## src/rtl/mem_bus_arbiter_if.sv

```systemverilog
// Bus bundle between the two data-memory masters, the arbiter and the
// master_memory_map slave port. The arbiter uses the slave modport; the
// masters/slave environment uses the master modport.
interface mem_bus_arbiter_if #(
    parameter int ADDR_WIDTH = 32,
    parameter int DATA_WIDTH = 32
);
    logic                  m0_req;
    logic                  m1_req;
    logic                  m0_we;
    logic                  m1_we;
    logic [ADDR_WIDTH-1:0] m0_addr;
    logic [ADDR_WIDTH-1:0] m1_addr;
    logic [DATA_WIDTH-1:0] m0_wdata;
    logic [DATA_WIDTH-1:0] m1_wdata;
    logic                  m1_lock;
    logic                  m0_gnt;
    logic                  m1_gnt;
    logic                  m0_done;
    logic                  m1_done;
    logic                  m0_err;
    logic                  m1_err;
    logic [DATA_WIDTH-1:0] m0_rdata;
    logic [DATA_WIDTH-1:0] m1_rdata;
    logic                  m0_stall;
    logic                  s_we;
    logic                  s_re;
    logic [ADDR_WIDTH-1:0] s_addr;
    logic [DATA_WIDTH-1:0] s_wdata;
    logic [DATA_WIDTH-1:0] s_rdata;

    modport slave (
        input  m0_req, m1_req, m0_we, m1_we, m0_addr, m1_addr,
               m0_wdata, m1_wdata, m1_lock, s_rdata,
        output m0_gnt, m1_gnt, m0_done, m1_done, m0_err, m1_err,
               m0_rdata, m1_rdata, m0_stall, s_we, s_re, s_addr, s_wdata
    );

    modport master (
        output m0_req, m1_req, m0_we, m1_we, m0_addr, m1_addr,
               m0_wdata, m1_wdata, m1_lock, s_rdata,
        input  m0_gnt, m1_gnt, m0_done, m1_done, m0_err, m1_err,
               m0_rdata, m1_rdata, m0_stall, s_we, s_re, s_addr, s_wdata
    );
endinterface

```

## src/rtl/mem_bus_arbiter.sv

```systemverilog
// Two-master data-memory bus arbiter. Serializes single-word accesses
// (IDLE -> ACCESS -> RESP), round-robin between the core MEM stage (M0)
// and a secondary master (M1), with a bounded back-to-back lock for M1
// and rejection of misaligned addresses.
module mem_bus_arbiter #(
    parameter int ADDR_WIDTH = 32,
    parameter int DATA_WIDTH = 32,
    parameter int MAX_HOLD   = 4
) (
    input logic              clk,
    input logic              rst,
    mem_bus_arbiter_if.slave bus
);
    localparam int HW = $clog2(MAX_HOLD + 1);

    typedef enum logic [1:0] {IDLE, ACCESS, RESP} state_t;

    state_t                state;
    logic                  owner;
    logic                  last;
    logic [HW-1:0]         hold_cnt;
    logic                  err_flag;
    logic                  we_q;
    logic [ADDR_WIDTH-1:0] addr_q;
    logic [DATA_WIDTH-1:0] wdata_q;
    logic                  m0_gnt_q, m1_gnt_q;
    logic                  m0_done_q, m1_done_q;
    logic                  m0_err_q, m1_err_q;
    logic [DATA_WIDTH-1:0] m0_rdata_q, m1_rdata_q;
    logic                  s_we_q, s_re_q;

    logic                  lock_win;
    logic                  win;
    logic                  sel_we;
    logic [ADDR_WIDTH-1:0] sel_addr;
    logic [DATA_WIDTH-1:0] sel_wdata;
    logic                  sel_aligned;

    // Winner selection: lock rule first, then single requester, then round-robin.
    always_comb begin
        lock_win = last && bus.m1_lock && bus.m1_req &&
                   ((hold_cnt < HW'(MAX_HOLD)) || !bus.m0_req);
        win = 1'b0;
        if (lock_win) begin
            win = 1'b1;
        end else if (bus.m0_req && bus.m1_req) begin
            win = ~last;
        end else begin
            win = bus.m1_req;
        end
        sel_we      = win ? bus.m1_we    : bus.m0_we;
        sel_addr    = win ? bus.m1_addr  : bus.m0_addr;
        sel_wdata   = win ? bus.m1_wdata : bus.m0_wdata;
        sel_aligned = (sel_addr[1:0] == 2'b00);
    end

    // Transaction sequencer with registered grant, strobe and completion outputs.
    always_ff @(posedge clk or posedge rst) begin
        if (rst) begin
            state      <= IDLE;
            owner      <= 1'b0;
            last       <= 1'b1;
            hold_cnt   <= '0;
            err_flag   <= 1'b0;
            we_q       <= 1'b0;
            addr_q     <= '0;
            wdata_q    <= '0;
            m0_gnt_q   <= 1'b0;
            m1_gnt_q   <= 1'b0;
            m0_done_q  <= 1'b0;
            m1_done_q  <= 1'b0;
            m0_err_q   <= 1'b0;
            m1_err_q   <= 1'b0;
            m0_rdata_q <= '0;
            m1_rdata_q <= '0;
            s_we_q     <= 1'b0;
            s_re_q     <= 1'b0;
        end else begin
            case (state)
                IDLE: begin
                    if (bus.m0_req || bus.m1_req) begin
                        owner    <= win;
                        we_q     <= sel_we;
                        addr_q   <= sel_addr;
                        wdata_q  <= sel_wdata;
                        err_flag <= ~sel_aligned;
                        m0_gnt_q <= ~win;
                        m1_gnt_q <= win;
                        s_we_q   <= sel_aligned & sel_we;
                        s_re_q   <= sel_aligned & ~sel_we;
                        if (!win) begin
                            hold_cnt <= '0;
                        end else if (lock_win && bus.m0_req &&
                                     (hold_cnt < HW'(MAX_HOLD))) begin
                            hold_cnt <= hold_cnt + 1'b1;
                        end
                        state <= ACCESS;
                    end
                end
                ACCESS: begin
                    m0_gnt_q <= 1'b0;
                    m1_gnt_q <= 1'b0;
                    s_we_q   <= 1'b0;
                    s_re_q   <= 1'b0;
                    last     <= owner;
                    if (!err_flag && !we_q) begin
                        if (owner) begin
                            m1_rdata_q <= bus.s_rdata;
                        end else begin
                            m0_rdata_q <= bus.s_rdata;
                        end
                    end
                    m0_done_q <= ~owner;
                    m1_done_q <= owner;
                    m0_err_q  <= ~owner & err_flag;
                    m1_err_q  <= owner & err_flag;
                    state     <= RESP;
                end
                RESP: begin
                    m0_done_q <= 1'b0;
                    m1_done_q <= 1'b0;
                    m0_err_q  <= 1'b0;
                    m1_err_q  <= 1'b0;
                    state     <= IDLE;
                end
                default: state <= IDLE;
            endcase
        end
    end

    assign bus.m0_gnt   = m0_gnt_q;
    assign bus.m1_gnt   = m1_gnt_q;
    assign bus.m0_done  = m0_done_q;
    assign bus.m1_done  = m1_done_q;
    assign bus.m0_err   = m0_err_q;
    assign bus.m1_err   = m1_err_q;
    assign bus.m0_rdata = m0_rdata_q;
    assign bus.m1_rdata = m1_rdata_q;
    assign bus.s_we     = s_we_q;
    assign bus.s_re     = s_re_q;
    assign bus.s_addr   = addr_q;
    assign bus.s_wdata  = wdata_q;
    assign bus.m0_stall = bus.m0_req & ~m0_done_q;
endmodule

```

## src/flat_wrapper.sv

```systemverilog
// flat-port wrapper written by rule: the top's interface ports become plain ports
module mem_bus_arbiter_flat 
#(
    parameter int ADDR_WIDTH = 32,
    parameter int DATA_WIDTH = 32,
    parameter int MAX_HOLD   = 4
)
  (clk, rst, bus_m0_req, bus_m1_req, bus_m0_we, bus_m1_we, bus_m0_addr, bus_m1_addr, bus_m0_wdata, bus_m1_wdata, bus_m1_lock, bus_s_rdata, bus_m0_gnt, bus_m1_gnt, bus_m0_done, bus_m1_done, bus_m0_err, bus_m1_err, bus_m0_rdata, bus_m1_rdata, bus_m0_stall, bus_s_we, bus_s_re, bus_s_addr, bus_s_wdata);
  mem_bus_arbiter_if #(.ADDR_WIDTH(ADDR_WIDTH), .DATA_WIDTH(DATA_WIDTH)) bus_i ();
  input logic clk;
  input logic rst;
  input wire logic [$bits(bus_i.m0_req)-1:0] bus_m0_req;
  input wire logic [$bits(bus_i.m1_req)-1:0] bus_m1_req;
  input wire logic [$bits(bus_i.m0_we)-1:0] bus_m0_we;
  input wire logic [$bits(bus_i.m1_we)-1:0] bus_m1_we;
  input wire logic [$bits(bus_i.m0_addr)-1:0] bus_m0_addr;
  input wire logic [$bits(bus_i.m1_addr)-1:0] bus_m1_addr;
  input wire logic [$bits(bus_i.m0_wdata)-1:0] bus_m0_wdata;
  input wire logic [$bits(bus_i.m1_wdata)-1:0] bus_m1_wdata;
  input wire logic [$bits(bus_i.m1_lock)-1:0] bus_m1_lock;
  input wire logic [$bits(bus_i.s_rdata)-1:0] bus_s_rdata;
  output wire logic [$bits(bus_i.m0_gnt)-1:0] bus_m0_gnt;
  output wire logic [$bits(bus_i.m1_gnt)-1:0] bus_m1_gnt;
  output wire logic [$bits(bus_i.m0_done)-1:0] bus_m0_done;
  output wire logic [$bits(bus_i.m1_done)-1:0] bus_m1_done;
  output wire logic [$bits(bus_i.m0_err)-1:0] bus_m0_err;
  output wire logic [$bits(bus_i.m1_err)-1:0] bus_m1_err;
  output wire logic [$bits(bus_i.m0_rdata)-1:0] bus_m0_rdata;
  output wire logic [$bits(bus_i.m1_rdata)-1:0] bus_m1_rdata;
  output wire logic [$bits(bus_i.m0_stall)-1:0] bus_m0_stall;
  output wire logic [$bits(bus_i.s_we)-1:0] bus_s_we;
  output wire logic [$bits(bus_i.s_re)-1:0] bus_s_re;
  output wire logic [$bits(bus_i.s_addr)-1:0] bus_s_addr;
  output wire logic [$bits(bus_i.s_wdata)-1:0] bus_s_wdata;
  assign bus_i.m0_req = bus_m0_req;
  assign bus_i.m1_req = bus_m1_req;
  assign bus_i.m0_we = bus_m0_we;
  assign bus_i.m1_we = bus_m1_we;
  assign bus_i.m0_addr = bus_m0_addr;
  assign bus_i.m1_addr = bus_m1_addr;
  assign bus_i.m0_wdata = bus_m0_wdata;
  assign bus_i.m1_wdata = bus_m1_wdata;
  assign bus_i.m1_lock = bus_m1_lock;
  assign bus_i.s_rdata = bus_s_rdata;
  assign bus_m0_gnt = bus_i.m0_gnt;
  assign bus_m1_gnt = bus_i.m1_gnt;
  assign bus_m0_done = bus_i.m0_done;
  assign bus_m1_done = bus_i.m1_done;
  assign bus_m0_err = bus_i.m0_err;
  assign bus_m1_err = bus_i.m1_err;
  assign bus_m0_rdata = bus_i.m0_rdata;
  assign bus_m1_rdata = bus_i.m1_rdata;
  assign bus_m0_stall = bus_i.m0_stall;
  assign bus_s_we = bus_i.s_we;
  assign bus_s_re = bus_i.s_re;
  assign bus_s_addr = bus_i.s_addr;
  assign bus_s_wdata = bus_i.s_wdata;
  mem_bus_arbiter #(.ADDR_WIDTH(ADDR_WIDTH), .DATA_WIDTH(DATA_WIDTH), .MAX_HOLD(MAX_HOLD)) u_core (.clk(clk), .rst(rst), .bus(bus_i));
endmodule
```

## config.mk

```make
export PLATFORM = sky130hd
export DESIGN_NAME = mem_bus_arbiter_flat
export DESIGN_NICKNAME = d
export VERILOG_FILES = /design/src/rtl/mem_bus_arbiter_if.sv /design/src/rtl/mem_bus_arbiter.sv /design/src/flat_wrapper.sv
export SDC_FILE = /design/constraint.sdc
export NUM_CORES = 1
export LEC_CHECK = 0
export CAP_MARGIN = 20
export CORE_UTILIZATION = 45
export DETAILED_ROUTE_END_ITERATION = 8
export DONT_BUFFER_PORTS = 1
export PLACE_DENSITY_LB_ADDON = 0.25
export SYNTH_ARGS = -nofsm -noshare
export SYNTH_HDL_FRONTEND = slang
export SYNTH_SLANG_ARGS = --single-unit
```

## constraint.sdc

```tcl
create_clock -name clk -period 4.5 [get_ports clk]
set_input_delay 0.9 -clock clk [delete_from_list [all_inputs] [get_ports clk]]
set_output_delay 0.9 -clock clk [all_outputs]
set_load 0.01 [all_outputs]
```

==> results.ini, run 1 <==
[place]
port_buffers = 0
gp_congestion = 0.811
dpl.hpwl_mm = 10.6

[clock_network]
tritoncts = done
ctsHoldBuffers = 0
root_buffer = clkbuf_16
clockBufferDepth = 2
cts_htree_levels = 4
cts_setup_buffers = 0
cts_repair_resize_count = 0
cts_buffers = 17
clk_latency_ps = 410
cts_sinks = 145
clk_pin_slew_ps = 60

[pwr]
clkPwrFrac_pct = 26.0
power_mw = 5.49
switching_power_mw = 2.03
powerDensity_nw_per_um2 = 801
p_leak_nw = 2.97
irDropWorstVdd_v = 0.000265
seqPwrFrac_pct = 49.8
netSwitchingFraction_pct = 37.0
power_frac_comb_pct = 24.2
intPower_mw = 3.46

[logic_synthesis]
synth_top_area_share_pct = 58.7
synth_seq_cells = 145
ys.flop_type = dfrtp_1
syn_area_per_cell_um2 = 10.8
syn-cell-area_um2 = 6140
yosysSeqAreaShare_pct = 59.1
yosys_warnings = 0
synth_edf_count = 0
async_flop_share_pct = 100
synth.net_count = 739
synth_most_common_cell = dfrtp_1
netlist_instances = 568
yosys-top-cells-area = dfrtp_1 59%, mux2_2 11%, a21oi_1 11%
synth_common_cells = 144 x dfrtp_1, 133 x a21oi_1, 70 x nand2_1, 68 x nor2_1, 62 x mux2_2
post_synth_num_cell_types = 30
synth_top_area_cell = dfrtp_1

[setup_path]
critPathCaptureType = flop
reg2reg_depth = 5
r2r_setup_slack_ps = 2240
crit_fanout = 41
crit_path_start_kind = input pin
crit_required_ps = 4830
crit_type = in2reg
cp.arrival_ps = 2680

[floorplanning]
rows = 42
fp.dieW_um = 119
core_um2 = 13300
dieArea_um2 = 14100
start_util_pct = 46.2
io_pins = 304
dieHeight_um = 119

[cells_and_area]
area_growth_pct = 11.7
drive_above_1_share_pct = 19.1
diodes = 0
nets = 729

[detailed_routing]
vias_per_cell = 5.75
ant_nets = 0
wl_per_cell_um = 20.3
drc = 0
first_pass_iters = 4
via_count = 4290
totalWireLength_mm = 15.2
drt_iter0_drc = 193

[global_routing]
antenna_found_initial = 0
overflow = 0
grt_usage_pct = 21.9
grt_pass1_vias = 4444
grt_max_degree = 102
grt_pass1_wl_mm = 23.7

[timing]
period_needed_ps = 2350
layout_worst_path_cycle_share_pct = 52.3
final_max_slew_viol_count = 0
setup_viol = 0
finClkSkew_ps = 6.52
finalSetupTns_ps = 0
slew_headroom_pct = 34.0
finalHoldViolCount = 0
max_freq_mhz = 425
grt_setup_unrepaired = false
worst_slew_pin_slew_ps = 987

[flow_run]
maxCapViolCount = 0

[outcome]
status = completed

[hold_path]
hp-class = in2async

## cells in the final DEF, fill, tap and decap left out, types with 2 or more instances in the layout
master	netlist	layout
o21a_2	0	2
dfrtp_1	144	144
nand3b_1	3	3
mux2_1	5	5
buf_12	0	2
clkbuf_8	0	3
nor2_1	68	68
bufinv_16	0	3
clkbuf_1	8	2
o32ai_1	2	2
nor4_1	2	2
clkbuf_16	0	17
inv_1	6	5
nand3_1	4	4
ha_1	4	4
o21ai_0	8	8
buf_4	4	7
o31ai_1	3	3
nor2b_1	2	2
clkinv_2	0	3
mux2_2	62	62
nor4b_4	2	2
nand2_1	70	70
o21ai_4	0	2
a21oi_1	133	133
clkinvlp_4	0	2
## cell type report
| class | instances | area (µm²) |
|---|---|---|
| Tap cell | 176 | 220 |
| Timing Repair Buffer | 9 | 92.6 |
| Clock inverter | 9 | 130 |
| Clock buffer | 22 | 474 |
| Inverter | 7 | 30.0 |
| Multi-Input combinational cell | 378 | 2280 |
| Fill cell | 1202 | 6440 |
| Sequential cell | 145 | 3630 |
## through the flow
stage	util, %	instances	hold slack, ps	cell area (µm²)	setup slack, ps
CTS	51.4	745	540	6830	2180
finish	51.6	746	247	6850	2150
global placement	46.9	714	520	6230	1870
global route	51.6	746	226	6850	2060
detailed placement	46.9	714	530	6230	1740
floorplan	-	568	487	6140	1780
## per-layer routing
layer	part of all wire (%)	vias up	GRT usage, %
met3	11	23	9.60
met1	37	2088	23.9
met4	1.9	0	8.23
li1	-	1921	-
met2	50	258	37.4
met5	0	-	0
## path summary, 6_finish.rpt
kind / start / endpoint
max in group asynchronous: rst / u_core.bus.m0_rdata[28]
max: bus_m1_lock / u_core.bus.s_addr[24]
min in group clk: u_core.state[0] / u_core.state[0]
max reg2reg: u_core.hold_cnt[2] / u_core.bus.s_addr[24]
min: rst / u_core.bus.s_addr[29]
min reg2reg: u_core.state[0] / u_core.state[0]
## flip-flops by register name (all words and copies together), names as in the netlist
name / count
u_core.bus.m0_rdata: 32
u_core.bus.s_we: 1
u_core.bus.m0_done: 1
u_core.bus.m1_rdata: 32
u_core.bus.s_addr: 32
u_core.hold_cnt: 3
u_core.bus.m0_err: 1
u_core.last: 1
u_core.bus.m1_done: 1
u_core.bus.s_re: 1
u_core.state: 2
u_core.err_flag: 1
u_core.bus.m0_gnt: 1
u_core.owner: 1
u_core.bus.s_wdata: 32
u_core.bus.m1_err: 1
u_core.we_q: 1
u_core.bus.m1_gnt: 1
## worst max-delay path, stage by stage
cell     delay [ps]
nor2b_1         250
o21a_2          720
buf_4           440
a21oi_1         140
a21oi_1         190
## power groups by stage
stage | Clock, mW | Sequential, mW | Combinational [mW]
2_1_floorplan | 0 | 2.56 | 1.12
3_3_place_gp | 0 | 2.74 | 1.25
3_5_place_dp | 0 | 2.76 | 1.34
4_1_cts | 1.46 | 2.74 | 1.34
5_1_grt | 1.52 | 2.81 | 1.49
6_report | 1.43 | 2.73 | 1.33
## cell families (layout without fill, tap and decap cells)
| group | after synthesis | count (layout) | synth area share, % |
|---|---|---|---|
| AO/OA/AOI/OAI | 152 | 152 | 12.9 |
| XOR/XNOR | 1 | 1 | 0.143 |
| adder cells (fa/ha/maj) | 4 | 4 | 0.816 |
| buffers and inverters | 45 | 47 | 4.04 |
| flip-flops | 145 | 145 | 59.1 |
| multiplexers | 67 | 67 | 12.3 |
| AND/OR/NAND/NOR | 154 | 154 | 10.7 |
Note: power is estimated with default switching activity, not from simulation.
==> run 2, diff against run 1 <==
- clock period: 4.5 -> 2.2 ns (I/O delays scaled with it)
==> run 2 against run 1 <==
- sequential share of layout area shrank 0.74 points
- wire length down 2.9%
- utilization grew 0.73 points
- non-clock buffer count is 3 higher
- critical endpoint is now u_core.bus.m0_rdata[23]
- largest cell class unchanged
==> results.ini, run 2 (synthesis results as in run 1) <==
[place]
dp_cells = 718  ; was 714
gp_congestion = 0.825  ; was 0.811
post_dp_cell_area_um2 = 6330  ; was 6230 µm²
dpl.hpwl_mm = 10.4  ; was 10.6 mm
port_buffers = 0  ; unchanged
place_ws_ps = 313  ; was 1740 ps

[floorplanning]
rows = 42  ; unchanged
start_util_pct = 46.2  ; unchanged
io_pins = 304  ; unchanged
dieHeight_um = 119  ; unchanged
fp.dieW_um = 119  ; unchanged
dieArea_um2 = 14100  ; unchanged
core_um2 = 13300  ; unchanged

[timing]
max_freq_mhz = 530
setup_viol = 0  ; unchanged
layout_worst_path_cycle_share_pct = 85.7
final_max_slew_viol_count = 0  ; unchanged
worst_slew_pin_slew_ps = 501  ; was 987 ps
setup_slack_ps = 314  ; was 2150 ps
period_needed_ps = 1890
grt_setup_unrepaired = false  ; unchanged
finalSetupTns_ps = 0  ; unchanged
finClkSkew_ps = 11.8  ; was 6.52 ps
slew_headroom_pct = 66.5  ; was 34.0%
finalHoldViolCount = 0  ; unchanged
fin_hold_ws_ps = 25.3  ; was 247 ps

[cells_and_area]
area_growth_pct = 13.3  ; was 11.7%
drive_above_1_share_pct = 19.6  ; was 19.1%
finalInstanceArea_um2 = 6950  ; was 6850 µm²
diodes = 0  ; unchanged
finish.utilization_pct = 52.3  ; was 51.6%
final_cells = 748  ; was 746
nets = 732  ; was 729
layout_common_cells = 144 x dfrtp_1, 133 x a21oi_1, 70 x nand2_1  ; unchanged
layout_commonest_cell = dfrtp_1  ; unchanged

[detailed_routing]
via_count = 4218  ; was 4290
vias_per_cell = 5.64  ; was 5.75
totalWireLength_mm = 14.7  ; was 15.2 mm
ant_nets = 0  ; unchanged
drc = 0  ; unchanged
first_pass_iters = 4  ; unchanged
drt_iter0_drc = 249  ; was 193
wl_per_cell_um = 19.7  ; was 20.3 µm

[setup_path]
crit_type = reg2reg  ; was in2reg
crit_required_ps = 2490  ; was 4830 ps
crit_path_start_kind = flop  ; was input pin
path_buf_inv = 2  ; was 1
critPathCaptureType = flop  ; unchanged
path_delay_family = flip-flops  ; was compound AO/OA/AOI/OAI gates
path_cells = inv_1, ha_1, nor4b_4, buf_12, mux2_2  ; was nor2b_1, o21a_2, buf_4, a21oi_1, a21oi_1
reg2reg_to = u_core.bus.m0_rdata[23]  ; was u_core.bus.s_addr[24]
crit_cells = 5  ; unchanged
crit_path_start = u_core.state[1]  ; was bus_m1_lock
slowest_delay_ps = 390  ; was 720 ps
critPathCapture = u_core.bus.m0_rdata[23]  ; was u_core.bus.s_addr[24]
critPathSlowestCell = dfrtp_1  ; was o21a_2
reg2reg_from = u_core.state[1]  ; was u_core.hold_cnt[2]
crit_fanout = 32  ; was 41
reg2reg_depth = 5  ; unchanged
cp.arrival_ps = 2170  ; was 2680 ps
r2r_setup_slack_ps = 310  ; was 2240 ps

[global_routing]
overflow = 0  ; unchanged
antenna_found_initial = 0  ; unchanged
grt_usage_pct = 21.2  ; was 21.9%
grt_max_degree = 78  ; was 102
grt_pass1_wl_mm = 23.0  ; was 23.7 mm
grt_pass1_vias = 4310  ; was 4444

[outcome]
status = completed  ; unchanged

[clock_network]
ctsHoldBuffers = 0  ; unchanged
clockBufferDepth = 2  ; unchanged
cts_sinks = 145  ; unchanged
cts_setup_buffers = 0  ; unchanged
tritoncts = done  ; unchanged
cts_repair_resize_count = 0  ; unchanged
clk_pin_slew_ps = 50  ; was 60 ps
cts_htree_levels = 4  ; unchanged
clk_latency_ps = 420  ; was 410 ps
root_buffer = clkbuf_16  ; unchanged
cts_buffers = 17  ; unchanged

[pwr]
powerDensity_nw_per_um2 = 1630  ; was 801 nW/µm²
irDropWorstVdd_v = 0.000578  ; was 0.000265 V
power_mw = 11.3  ; was 5.49 mW
p_leak_nw = 3.01  ; was 2.97 nW

[hold_path]
hp-class = in2async  ; unchanged

[flow_run]
maxCapViolCount = 0  ; unchanged

[run 2: cell types whose count changed in the layout (fill, tap and decap cells not counted)]
cell       before  now
clkinv_4        1    2
buf_4           7    5
buf_12          2    7
clkbuf_8        3    2
clkbuf_1        2    1
bufinv_16       3    4
inv_6           1    0
[run 2: cell type report]
| type | count | area [µm²] |
|---|---|---|
| tap | 176 | 220 |
| clock buffer | 20 | 457 |
| multi-input combinational | 378 | 2280 |
| timing repair buffer | 12 | 178 |
| sequential | 145 | 3630 |
| clock inverter | 10 | 160 |
| fill | 1150 | 6340 |
| inverter | 7 | 30.0 |
[run 2: how the worst min path moves through the flow]
| stage | end | slack [ps] | depth (start not counted) |
|---|---|---|---|
| global route | u_core.hold_cnt[0] | 50 | 2 |
| detailed placement | u_core.hold_cnt[0] | 480 | 2 |
| global placement | u_core.hold_cnt[0] | 480 | 2 |
| finish | u_core.hold_cnt[0] | 30 | 2 |
| CTS | u_core.hold_cnt[0] | 40 | 2 |
| floorplan | u_core.state[0] | 490 | 1 |
[run 2: worst register-to-register path: stages, from the launching register on]
cell     delay, ps
dfrtp_1        390
inv_1           80
ha_1           340
nor4b_4        320
buf_12         260
mux2_2         380
[run 2: routing by layer]
metal  track usage [%]  part of all wire [%]
met5                 0                     0
met4              9.34                   2.5
met3              8.25                   9.9
met2              34.5                    48
met1              24.8                    39
[run 2: where the power goes]
group / total, mW / switching [mW] / internal (mW)
sequential: 5.59 / 1.61 / 3.98
clock: 2.99 / 1.05 / 1.94
combinational: 2.73 / 1.45 / 1.28
total: 11.3 / 4.12 / 7.20
==> run 3, diff against run 2 <==
- CORE_UTILIZATION: 45 -> 41
- DONT_BUFFER_PORTS: 1 -> not set
- SLEW_MARGIN: not set -> 15
==> run 3 against run 2 <==
- die area is 9.6% higher
- sequential cell count stayed put
- largest power group is now combinational logic
- register-to-register slack worse by 90 ps
- clock skew is 3.9 ps lower
==> results.ini, run 3 (synthesis results as in run 1) <==
[cells_and_area]
diodes = 0  ; unchanged
layout_commonest_cell = clkdlybuf4s50_1  ; was dfrtp_1
layout_common_cells = 303 x clkdlybuf4s50_1, 144 x dfrtp_1, 133 x a21oi_1  ; was 144 x dfrtp_1, 133 x a21oi_1, 70 x nand2_1
finalInstanceArea_um2 = 10100  ; was 6950 µm²
nets = 1041  ; was 732
area_growth_pct = 64.0  ; was 13.3%
drive_above_1_share_pct = 13.6  ; was 19.6%

[place]
gp_congestion = 0.817  ; was 0.825
dpl.hpwl_mm = 13.1  ; was 10.4 mm
post_dp_cell_area_um2 = 9470  ; was 6330 µm²
port_buffers = 303  ; was 0

[timing]
finClkSkew_ps = 7.91  ; was 11.8 ps
fin_hold_ws_ps = 481  ; was 25.3 ps
grt_setup_unrepaired = false  ; unchanged
finalSetupTns_ps = 0  ; unchanged
max_freq_mhz = 496  ; was 530 MHz
finalHoldViolCount = 0  ; unchanged
final_max_slew_viol_count = 0  ; unchanged
layout_worst_path_cycle_share_pct = 91.7  ; was 85.7%
worst_slew_pin_slew_ps = 379  ; was 501 ps
slew_headroom_pct = 74.5  ; was 66.5%
period_needed_ps = 2020  ; was 1890 ps
setup_viol = 0  ; unchanged

[global_routing]
grt_usage_pct = 24.6  ; was 21.2%
grt_pass1_wl_mm = 30.1  ; was 23.0 mm
grt_pass1_vias = 5939  ; was 4310
grt_max_degree = 62  ; was 78
overflow = 0  ; unchanged
antenna_found_initial = 0  ; unchanged

[floorplanning]
fp.dieW_um = 124  ; was 119 µm
dieHeight_um = 124  ; was 119 µm
io_pins = 304  ; unchanged
start_util_pct = 42.1  ; was 46.2%
rows = 44  ; was 42
core_um2 = 14600  ; was 13300 µm²
dieArea_um2 = 15500  ; was 14100 µm²

[setup_path]
r2r_setup_slack_ps = 220  ; was 310 ps
cp.arrival_ps = 1580  ; was 2170 ps
crit_fanout = 2  ; was 32
reg2reg_from = u_core.state[1]  ; unchanged
crit_path_start_kind = input pin  ; was flop
crit_required_ps = 1760  ; was 2490 ps
reg2reg_to = u_core.bus.m1_rdata[25]  ; was u_core.bus.m0_rdata[23]
reg2reg_depth = 5  ; unchanged
crit_type = in2out  ; was reg2reg
critPathCaptureType = output pin  ; was flop

[hold_path]
hp-start = u_core.bus.m1_rdata[0]
min_path_cells = 1
hp-class = reg2reg  ; was in2async
hold-path-endpoint = u_core.bus.m1_rdata[0]

[pwr]
power_frac_comb_pct = 45.8  ; was 24.2%
intPower_mw = 9.32  ; was 7.20 mW
switching_power_mw = 4.65  ; was 4.12 mW
seqPwrFrac_pct = 33.8  ; was 49.4%
irDropWorstVdd_v = 0.000616  ; was 0.000578 V
power_mw = 14.0  ; was 11.3 mW
clkPwrFrac_pct = 20.4  ; was 26.4%
powerDensity_nw_per_um2 = 1390  ; was 1630 nW/µm²
p_leak_nw = 4.21  ; was 3.01 nW
netSwitchingFraction_pct = 33.3  ; was 36.4%

[clock_network]
clk_pin_slew_ps = 60  ; was 50 ps
clk_latency_ps = 420  ; about the same
cts_setup_buffers = 0  ; unchanged
cts_buffers = 17  ; unchanged
ctsHoldBuffers = 0  ; unchanged
tritoncts = done  ; unchanged
root_buffer = clkbuf_16  ; unchanged
cts_htree_levels = 4  ; unchanged
clockBufferDepth = 2  ; unchanged
cts_sinks = 145  ; unchanged
cts_repair_resize_count = 0  ; unchanged

[outcome]
status = completed  ; unchanged

[detailed_routing]
first_pass_iters = 6  ; was 4
wl_met2_mm = 9.13  ; was 7.11 mm
dr.max_layer_used = met4  ; unchanged
drc = 0  ; unchanged
vias_per_cell = 5.18  ; was 5.64
via_count = 5528  ; was 4218
wl_per_cell_um = 17.0  ; was 19.7 µm
totalWireLength_mm = 18.1  ; was 14.7 mm
drt_iter0_drc = 193  ; was 249
wl_met3_mm = 1.37  ; was 1.46 mm
ant_nets = 0  ; unchanged
wl_met1_mm = 6.94  ; was 5.78 mm

[flow_run]
maxCapViolCount = 0  ; unchanged

run 3: stage by stage:
stage	util, %	std cells	worst slack (ps)
2_1_floorplan	-	568	-58.2
3_3_place_gp	64.9	1035	145
3_5_place_dp	64.9	1035	62.0
4_1_cts	69.0	1067	175
5_1_grt	69.0	1067	83.4
6_report	69.0	1067	182
run 3: worst max path at each step:
| stage | startpoint | end | slack [ps] | cells past startpoint |
|---|---|---|---|---|
| finish | bus_m0_req | bus_m0_stall | 180 | 3 |
| detailed placement | bus_m1_lock | u_core.bus.s_wdata[23] | 60 | 6 |
| global placement | bus_m0_req | u_core.bus.s_addr[31] | 150 | 7 |
| floorplan | rst | u_core.bus.m0_done | -60 | 1 |
| global route | u_core.state[1] | u_core.bus.m1_rdata[23] | 80 | 5 |
| CTS | bus_m0_req | bus_m0_stall | 180 | 3 |
run 3: power by group through the flow:
stage,Combinational (mW),Sequential [mW],Clock [mW]
after global routing,6.88,4.89,3.01
after CTS,6.47,4.74,2.91
after floorplan,2.30,5.24,0
after detailed placement,6.43,4.76,0
final,6.39,4.72,2.85
after global placement,6.25,4.68,0
run 3: critical path: stages:
cell	delay (ps)
clkdlybuf4s50_1	480
nor2b_1	120
clkdlybuf4s50_1	530
run 3: layer usage:
layer	track usage [%]	up-vias
li1	-	2552
met1	26.9	2681
met2	42.6	247
met3	7.56	48
met4	13.0	0
met5	0	-
run 3: cell type report:
class	count	area [µm²]
fill	1107	4530
multi-input combinational	378	2280
clock buffer	20	457
clock inverter	12	133
sequential	145	3630
inverter	7	30.0
timing repair buffer	321	3310
tap	184	230
